### config.mk
export PLATFORM = sky130hd
export DESIGN_NAME = spi_master_mc
export DESIGN_NICKNAME = d
export VERILOG_FILES = /design/src/rtl/spi_pkg.sv /design/src/rtl/spi_clk_gen.sv /design/src/rtl/spi_master_mc.sv
export SDC_FILE = /design/constraint.sdc
export NUM_CORES = 1
export LEC_CHECK = 0
export ABC_AREA = 1
export BUFFER_PORTS_ARGS = -buffer_cell sky130_fd_sc_hd__buf_2
export CAP_MARGIN = 40
export CORE_ASPECT_RATIO = 0.9
export CORE_MARGIN = 1.5
export CORE_UTILIZATION = 50
export DETAILED_ROUTE_END_ITERATION = 6
export PLACE_DENSITY = 0.8
export SETUP_SLACK_MARGIN = 0.05
export SLEW_MARGIN = 15
export SYNTH_ARGS = -nofsm -noshare
export SYNTH_HDL_FRONTEND = slang
export SYNTH_SLANG_ARGS = --single-unit
### constraint.sdc
create_clock -name clk -period 2.2 [get_ports clk]
set_input_delay 0.66 -clock clk [delete_from_list [all_inputs] [get_ports clk]]
set_output_delay 0.66 -clock clk [all_outputs]
set_load 0.03 [all_outputs]
### src/rtl/spi_pkg.sv
// Shared types and constants for the multi-chip-select SPI master.
package spi_pkg;

   localparam int SPI_MAX_WIDTH = 32;

   typedef enum logic [1:0] {
      IDLE  = 2'd0,
      SETUP = 2'd1,
      SHIFT = 2'd2,
      HOLD  = 2'd3
   } spi_state_t;

   typedef struct packed {
      logic cpol;
      logic cpha;
      logic lsb_first;
   } spi_mode_t;

endpackage

### src/rtl/spi_clk_gen.sv
// Half-period timer for the SPI master: down-counter reloaded from the divider
// latched at transfer start, plus leading/trailing sclk edge strobes.
module spi_clk_gen #(
   parameter int DVSR_W = 16
) (
   input  logic              clk,
   input  logic              rst_n,
   input  logic              load,
   input  logic              run,
   input  logic              edge_en,
   input  logic [DVSR_W-1:0] dvsr,
   output logic              tick,
   output logic              lead_tick,
   output logic              trail_tick
);

   logic [DVSR_W-1:0] dvsr_q;
   logic [DVSR_W-1:0] cnt;
   logic              phase;

   // Reload on zero rather than wrapping, so dvsr=0 yields a tick every cycle.
   assign tick       = run && (cnt == '0);
   assign lead_tick  = tick && edge_en && !phase;
   assign trail_tick = tick && edge_en && phase;

   always_ff @(posedge clk) begin
      if (!rst_n) begin
         dvsr_q <= '0;
         cnt    <= '0;
         phase  <= 1'b0;
      end else if (load) begin
         dvsr_q <= dvsr;
         cnt    <= dvsr;
         phase  <= 1'b0;
      end else if (run) begin
         if (cnt == '0) begin
            cnt <= dvsr_q;
         end else begin
            cnt <= cnt - DVSR_W'(1);
         end
         if (tick && edge_en) begin
            phase <= ~phase;
         end
      end
   end

endmodule

### src/rtl/spi_master_mc.sv
// SPI master with runtime mode/bit order, NUM_CS chip selects and a clock divider.
// Define SPI_MASTER_LOOPBACK_EN to route the registered mosi back as the internal miso.
module spi_master_mc
   import spi_pkg::*;
#(
   parameter int  WIDTH  = 8,
   parameter int  NUM_CS = 4,
   parameter int  DVSR_W = 16,
   localparam int CS_W   = (NUM_CS > 1) ? $clog2(NUM_CS) : 1
) (
   input  logic              clk,
   input  logic              rst_n,
   input  logic              start,
   output logic              ready,
   input  logic [WIDTH-1:0]  din,
   input  logic [CS_W-1:0]   cs_sel,
   input  logic              cpol,
   input  logic              cpha,
   input  logic              lsb_first,
   input  logic [DVSR_W-1:0] dvsr,
   output logic              sclk,
   output logic              mosi,
   output logic [NUM_CS-1:0] cs_n,
   input  logic              miso,
   output logic              rx_vld,
   output logic [WIDTH-1:0]  rx_dout,
   output spi_state_t        dbg_state
);

   localparam int ECNT_W = $clog2(2 * SPI_MAX_WIDTH + 1);
   localparam logic [ECNT_W-1:0] LAST_EDGE = ECNT_W'(2 * WIDTH);

   spi_state_t        state;
   spi_mode_t         mode;
   logic [WIDTH-1:0]  tx;
   logic [WIDTH-1:0]  rx;
   logic [ECNT_W-1:0] ecnt;
   logic [NUM_CS-1:0] cs_dec;
   logic              miso_int;
   logic              accept;
   logic              edge_en;
   logic              tick;
   logic              lead_tick;
   logic              trail_tick;

`ifdef SPI_MASTER_LOOPBACK_EN
   assign miso_int = mosi;
`else
   assign miso_int = miso;
`endif

   // Handshake: a transfer is accepted on any clk edge where start && ready;
   // ready is high only in IDLE and start is ignored otherwise.
   assign accept    = (state == IDLE) && start;
   assign edge_en   = (state == SETUP) || ((state == SHIFT) && (ecnt != LAST_EDGE));
   assign dbg_state = state;

   always_comb begin
      cs_dec = '1;
      for (int i = 0; i < NUM_CS; i++) begin
         if (int'(cs_sel) == i) begin
            cs_dec[i] = 1'b0;
         end
      end
   end

   function automatic logic out_bit(input logic [WIDTH-1:0] v, input logic lsb);
      return lsb ? v[0] : v[WIDTH-1];
   endfunction

   function automatic logic [WIDTH-1:0] shift_out(input logic [WIDTH-1:0] v, input logic lsb);
      return lsb ? (v >> 1) : (v << 1);
   endfunction

   spi_clk_gen #(
      .DVSR_W(DVSR_W)
   ) u_clk_gen (
      .clk       (clk),
      .rst_n     (rst_n),
      .load      (accept),
      .run       (state != IDLE),
      .edge_en   (edge_en),
      .dvsr      (dvsr),
      .tick      (tick),
      .lead_tick (lead_tick),
      .trail_tick(trail_tick)
   );

   always_ff @(posedge clk) begin
      if (!rst_n) begin
         state   <= IDLE;
         mode    <= '0;
         tx      <= '0;
         rx      <= '0;
         rx_dout <= '0;
         rx_vld  <= 1'b0;
         ready   <= 1'b1;
         sclk    <= 1'b0;
         mosi    <= 1'b0;
         cs_n    <= '1;
         ecnt    <= '0;
      end else begin
         rx_vld <= 1'b0;
         case (state)
            IDLE: begin
               if (start) begin
                  state <= SETUP;
                  ready <= 1'b0;
                  mode  <= '{cpol: cpol, cpha: cpha, lsb_first: lsb_first};
                  cs_n  <= cs_dec;
                  sclk  <= cpol;
                  rx    <= '0;
                  ecnt  <= '0;
                  // CPHA=0 needs the first bit on the wire before the first edge.
                  if (!cpha) begin
                     mosi <= out_bit(din, lsb_first);
                     tx   <= shift_out(din, lsb_first);
                  end else begin
                     mosi <= 1'b0;
                     tx   <= din;
                  end
               end
            end
            SETUP: begin
               if (tick) begin
                  state <= SHIFT;
                  sclk  <= ~sclk;
                  ecnt  <= ECNT_W'(1);
               end
            end
            SHIFT: begin
               if (tick) begin
                  if (ecnt == LAST_EDGE) begin
                     state <= HOLD;
                  end else begin
                     sclk <= ~sclk;
                     ecnt <= ecnt + ECNT_W'(1);
                  end
               end
            end
            HOLD: begin
               if (tick) begin
                  state   <= IDLE;
                  ready   <= 1'b1;
                  rx_vld  <= 1'b1;
                  rx_dout <= rx;
                  cs_n    <= '1;
                  sclk    <= mode.cpol;
               end
            end
            default: state <= IDLE;
         endcase

         if ((lead_tick && mode.cpha) || (trail_tick && !mode.cpha)) begin
            mosi <= out_bit(tx, mode.lsb_first);
            tx   <= shift_out(tx, mode.lsb_first);
         end
         if ((lead_tick && !mode.cpha) || (trail_tick && mode.cpha)) begin
            rx <= mode.lsb_first ? {miso_int, rx[WIDTH-1:1]} : {rx[WIDTH-2:0], miso_int};
         end
      end
   end

endmodule

After elaboration in Yosys (flattened, before gate mapping)
Index checks and enable logic that the tools add are counted.
{"block": "classes", "mux": 47, "add_sub_neg": 2, "bitwise": 3, "n_reduce_logical": 37, "eq_ne": 14}
{"cell": "two-way mux 8 bit", "count": 10}
{"cell": "two-way mux 16 bit", "count": 3}
{"cell": "two-way mux 7 bit", "count": 4}
{"cell": "case mux 7 bit (3 select lines)", "count": 1}
{"cell": "two-way mux 1 bit", "count": 18}
{"cell": "zero test 16 bit", "count": 1}
{"cell": "subtractor 16 x 1 -> 16 bit (second input constant)", "count": 1}
{"cell": "AND reduction 5 bit", "count": 3}
{"cell": "nonzero test 2 bit", "count": 7}
{"cell": "AND reduction 2 bit", "count": 6}
{"cell": "logical AND 1 bit", "count": 10}
{"cell": "two-way mux 2 bit", "count": 5}
{"cell": "== test 2 bit (second input constant)", "count": 4}
{"cell": "two-way mux 4 bit", "count": 2}
{"cell": "inequality test 2 x 1 -> 1 bit (second input constant)", "count": 4}
{"cell": "case mux 2 bit (4 select lines)", "count": 1}
{"cell": "case mux 4 bit (2 select lines)", "count": 1}
{"cell": "adder 7 x 1 -> 7 bit (second input constant)", "count": 1}
{"cell": "== test 7 x 5 -> 1 bit (second input constant)", "count": 1}
{"cell": "inequality test 7 x 5 -> 1 bit (second input constant)", "count": 1}
{"cell": "== test 2 x 1 -> 1 bit (second input constant)", "count": 2}
{"cell": "zero test 2 bit", "count": 2}
{"cell": "inequality test 2 bit (second input constant)", "count": 2}
{"cell": "case mux 1 bit (4 select lines)", "count": 1}
{"cell": "7 further kinds", "count": 12}
{"block": "totals", "input_bits": 33, "elab_cells": 119, "regBits": 77, "out_inout_bits": 18}

Depth between registers and ports, before layout
{"block": "logic_depth", "word_depth": 9, "depth_mapped": 13, "ltp_nobuf": 13}

Cells and area by module
A second synthesis with hierarchy kept.
{"block": "hier_totals", "hier_cells": 665, "hier_area_um2": 4391.7}
{"module": "spi_master_mc", "instances": 1, "cells_per_inst": 373, "seq_area_each_um2": 880.8, "area_each_um2": 2412.3}
{"module": "spi_clk_gen", "instances": 1, "cells_per_inst": 292, "seq_area_each_um2": 660.6, "area_each_um2": 1979.4}

Worst setup path before layout
OpenSTA, ideal clock, no wires.
{"block": "synth_timing", "path_kind": "register to register", "startpoint": "reg state[0] (netlist: dbg_state[0])", "endpoint": "reg ecnt[0]", "required_time_ps": 2083, "period_less_slack_ps": 2067, "path_stages_with_launch": 13, "setup_ps": 117, "slack_ps": 133, "n_path_buf": 1, "arrival_time_ps": 1950, "cell_sequence": "dfxtp_1 inv_1 ha_1 buf_6 inv_2 nor2_4 inv_2 o21ai_0 o21bai_2 nor2_8 inv_2 a21oi_2 nor2_1"}
{"block": "synth_via", "elab_chain_len": 4, "elab_cells_between_ends": 12, "cone_classes": "6 x eq/ne; 1 x mux; 5 x reduce/logical"}
{"item": "start: declaration", "line": "spi_master_mc.sv:33", "source": "spi_state_t state;"}
{"item": "start signal: assignment", "line": "spi_master_mc.sv:91", "source": "state <= IDLE;"}
{"item": "start signal: assignment", "line": "spi_master_mc.sv:107", "source": "state <= SETUP;"}
{"item": "start signal: assignment", "line": "spi_master_mc.sv:126", "source": "state <= SHIFT;"}
{"item": "nonzero test 2 bit", "line": "spi_master_mc.sv:81", "source": ".run (state != IDLE),"}
{"item": "logical AND 1 bit", "line": "spi_clk_gen.sv:22", "source": "assign tick = run && (cnt == '0);"}
{"item": "inequality test 2 x 1 -> 1 bit (no source line)"}
{"item": "AND reduction 5 bit (no source line)"}
{"item": "end signal: assignment", "line": "spi_master_mc.sv:137", "source": "ecnt <= ecnt + ECNT_W'(1);"}
{"item": "end: declaration", "line": "spi_master_mc.sv:37", "source": "logic [ECNT_W-1:0] ecnt;"}
Several ways; a longest one is shown, not always the timed one.
A chain may end at the register's enable or synchronous reset.

Worst setup path in the final report
{"block": "layout_timing", "startpoint": "reg u_clk_gen.cnt[0]", "endpoint": "reg tx[6]"}
{"block": "layout_via", "elab_chain_len": 8, "elab_cells_between_ends": 12, "cone_classes": "1 x mux; 11 x reduce/logical"}
{"item": "start: declaration", "line": "spi_clk_gen.sv:18", "source": "logic [DVSR_W-1:0] cnt;"}
{"item": "start signal: assignment", "line": "spi_clk_gen.sv:33", "source": "cnt <= dvsr;"}
{"item": "start signal: assignment", "line": "spi_clk_gen.sv:37", "source": "cnt <= dvsr_q;"}
{"item": "start signal: assignment", "line": "spi_clk_gen.sv:39", "source": "cnt <= cnt - DVSR_W'(1);"}
{"item": "zero test 16 bit *", "line": "spi_clk_gen.sv:22"}
{"item": "logical AND 1 bit *", "line": "spi_clk_gen.sv:22"}
{"item": "logical AND 1 bit *", "line": "spi_clk_gen.sv:23, spi_clk_gen.sv:24"}
{"item": "logical AND 1 bit (on tied branches)", "line": "spi_clk_gen.sv:23, spi_clk_gen.sv:24"}
{"item": "logical AND 1 bit", "line": "spi_master_mc.sv:154", "source": "if ((lead_tick && mode.cpha) || (trail_tick && !mode.cpha)) begin"}
{"item": "logical OR 1 bit *", "line": "spi_master_mc.sv:154"}
{"item": "nonzero test 2 bit (no source line)"}
{"item": "AND reduction 2 bit (no source line)"}
{"item": "end signal: assignment", "line": "spi_master_mc.sv:117", "source": "tx <= shift_out(din, lsb_first);"}
{"item": "end signal: assignment", "line": "spi_master_mc.sv:120", "source": "tx <= din;"}
{"item": "end signal: assignment", "line": "spi_master_mc.sv:156", "source": "tx <= shift_out(tx, mode.lsb_first);"}
{"item": "end: declaration", "line": "spi_master_mc.sv:35", "source": "logic [WIDTH-1:0] tx;"}
Mark *: on every way between the ends. The rest lies on a longest branch, timed or not.

==> summary.md <==
| Metric | Value |
|---|---|
| Critical Path AT | `2.18 ns` |
| Syn nets | `670` |
| Number of synthesized flops with an enable pin | `0` |
| Commonest cells post-synth | `nand2_1 (160), dfxtp_1 (77), inv_1 (72)` |
| IO Pins | `51` |
| Leakage | `2.11 nW` |
| Number of remaining DRC errors | `0` |
| CP startpoint | `u_clk_gen.cnt[0]` |
| Largest family of logic cells by synthesized area | `simple AND/OR/NAND/NOR gates` |
| Final period utilization | `0.882` |
| Clock Sinks | `77` |
| CTS tree | `yes` |
| Crit-path most repeated cell | `nor2_1` |
| Setup TNS | `0 ns` |
| Cell Area, Synth | `0.00427 mm^2` |
| Die width | `100 um` |
| Worst min-delay path class | `reg -> reg` |
| Setup WS pre-CTS | `0.282 ns` |
| Synth Area in Compound Gates | `0.186` |
| Max clock buf depth | `2` |
| Core Region | `0.00818 mm^2` |
| CP bufs+invs | `1` |
| Synth Area in Simple Gates | `0.318` |
| Post-synth cell types | `40` |
| Register area share after synthesis | `0.361` |
| Max-Cap Viols | `0` |
| Cell depth of the worst flop-to-flop path | `13` |
| Final WS setup | `0.260 ns` |
| Post-DP HPWL | `7.43 mm` |
| Layout cells sized above 1 | `0.171` |
| RSZ-0062 raised after global routing | `no` |
| Synth async-reset ratio | `0` |
| R2R setup slack | `0.26 ns` |
| Max-slew violation count | `0` |
| Setup violators final | `0` |
| Hold Crit Start | `rx_dout[2]` |
| Initial Utilization | `0.522` |
| Ys flop type | `dfxtp_1` |
| GRT Overall Usage | `0.233` |
| Critical-path cell list | `inv_1 -> ha_2 -> nand2_1 -> nor2_4 -> nand2_4 -> nor2_8 -> nand3_1 -> nand2_2 -> nand2_2 -> nand2_4 -> nor2_1 -> nor2_1 -> nor2_1` |
| Total grt overflow | `0` |
| Largest area contributor in the netlist | `dfxtp_1` |
| Initial antenna violation count | `0` |
| CP required | `2.44 ns` |
| Worst-Margin Slew | `0.412 ns` |
| R2R Path Start | `u_clk_gen.cnt[0]` |
| Final Hold Fails | `0` |
| Wirelength per Cell | `12.6 um` |
| RD Place Congestion | `0.884` |
| Via/cell ratio | `5.28` |
| Worst clock skew | `0.0111 ns` |
| Number of core rows | `31` |
| Post-Synth XOR/XNOR Area | `0.0123` |
| Mux cell area share after synthesis | `0.00762` |
| Slowest-stage cell, CP | `dfxtp_1` |
| Synth Register Bits | `77` |
| Pwr Density | `1230 mW/mm^2` |
| PortBufs | `50` |
| Most common cell in the netlist | `nand2_1` |
| Post-CTS setup buffers | `0` |
| Non-filler cells, final | `801` |
| Root Driver | `clkbuf_8` |
| Via count | `4,232` |
| Crit path capture type | `flip-flop` |
| Fmax | `0.515 GHz` |
| Vias in the first global route | `3,953` |
| Syn Area/Cell | `6.80 um^2` |
| Die ar. | `0.00911 mm^2` |
| Peak VDD IR | `0.569 mV` |
| Placed Instances | `785` |
| Antenna Nets Post-Route | `0` |
| CP Class | `reg -> reg` |
| Clk pin slew, worst setup/hold paths | `0.08 ns` |
| Slew HR | `0.724` |
| Hold depth | `2` |
| Area share of the largest cell type after synthesis | `0.361` |
| CP startpoint kind | `flip-flop` |
| DRT iter0 DRCs | `222` |
| Layout Utilization | `0.595` |
| Terminus of the critical flop-to-flop path | `tx[6]` |
| Post-synthesis adder-cell area fraction | `0.0264` |
| Area contributors post-synth | `dfxtp_1 (36%), nand2_1 (14%), o21ai_0 (6.6%)` |
| Yosys warnings | `0` |
| DIE HEIGHT | `90.7 um` |
| Max FO, Critical Path | `15` |
| Detailed Route WL | `10.1 mm` |
| Worst hold path endpoint | `rx_dout[2]` |
| # diodes | `0` |
| Drt first pass iters | `4` |
| Skew-Pair Late Insertion Delay | `0.36 ns` |
| Slowest Stage Delay on Critical Path | `0.31 ns` |
| First-pass GRT wire length | `17.4 mm` |
| Status | `completed` |
| Layout net count | `723` |
| Fin crit period | `1.94 ns` |
| Top delay family on crit path | `simple AND/OR/NAND/NOR gates` |
| Area grow syn2layout | `14.0%` |
| Total clock buffers created by CTS | `9` |
| Mapped Cells | `628` |
| Largest net degree at the start of global routing | `24` |
| CTS H-tree lvls | `3` |
worst max-delay path by stage:
stage	to	cells after the start
final	tx[6]	13
after global placement	tx[3]	13
after global routing	ecnt[5]	9
after floorplan	ecnt[0]	12
after CTS	tx[6]	13
after detailed placement	u_clk_gen.cnt[3]	8
cells by family after synthesis:
logic type                 count (synthesis)
buffers and inverters                     99
AOI/OAI and AO/OA                        139
and+or+nand+nor                          295
muxes                                      3
xor gates and xnor gates                   6
DFF                                       77
adders and majority gates                  9
report_power, final:
part / switching, mW / total (mW) / internal, mW
registers: 0.274 / 1.98 / 1.70
logic: 1.94 / 2.93 / 0.990
clock network: 0.554 / 1.08 / 0.528
flip-flops by register name (all words and copies together) (netlist names):
name / count
rx_dout: 8
mode: 3
tx: 8
rx_vld: 1
u_clk_gen.cnt: 16
dbg_state: 2
u_clk_gen.phase: 1
ready: 1
mosi: 1
rx: 8
sclk: 1
u_clk_gen.dvsr_q: 16
cs_n: 4
ecnt: 7
cell usage in the layout, fill, tap and decap left out, types with 2 or more instances in the layout:
cell	n
nand2_1	160
dfxtp_1	77
inv_1	72
o21ai_0	56
nor2_1	54
buf_2	50
a21oi_1	37
nand3_1	33
nand4_1	15
a31oi_1	12
o211ai_1	11
buf_4	11
o22ai_1	10
clkbuf_8	9
nand2_2	8
ha_1	8
inv_2	6
xor2_1	6
nor3_1	6
nor2_4	5
nor2_2	4
nand2_4	3
nor2_8	3
o21ai_1	3
clkinv_2	3
nand3b_1	2
mux2_2	2
a21oi_2	2
inv_6	2
metrics by stage:
stage / power [mW] / area, um^2 / hold slack [ns]
4_1_cts: 5.96 / 4860 / 0.462
2_1_floorplan: 4.23 / 4270 / 0.430
3_5_place_dp: 4.88 / 4670 / 0.440
6_report: 5.99 / 4870 / 0.456
5_1_grt: 6.45 / 4870 / 0.495
3_3_place_gp: 4.81 / 4670 / 0.436
layer usage:
metal,up-vias,part of all wire,track usage
li1,2173,-,-
met1,1922,0.47,0.309
met2,127,0.46,0.380
met3,10,0.053,0.0426
met4,0,0.012,0.0751
met5,-,0,0
final cells by class:
class	count	area (um^2)
clock inverters	7	71.3
fillers	756	3310
multi-input cells	452	2350
flip-flops and latches	77	1540
repair buffers	61	333
clock buffers	9	124
inverters	80	304
well taps	115	144
tightest hold or removal path, stage by stage, from the launching register on:
cell and delay [ns]:
dfxtp_1 0.33, nand2_1 0.05, o21ai_0 0.05
timing repair:
item	in CTS	in global routing
hold endpoints to repair	0	0
hold buffers	0	0
endpoints found under the setup margin	0	3
gates resized for setup	0	2
No activity file was read; power rests on OpenSTA's default activity.
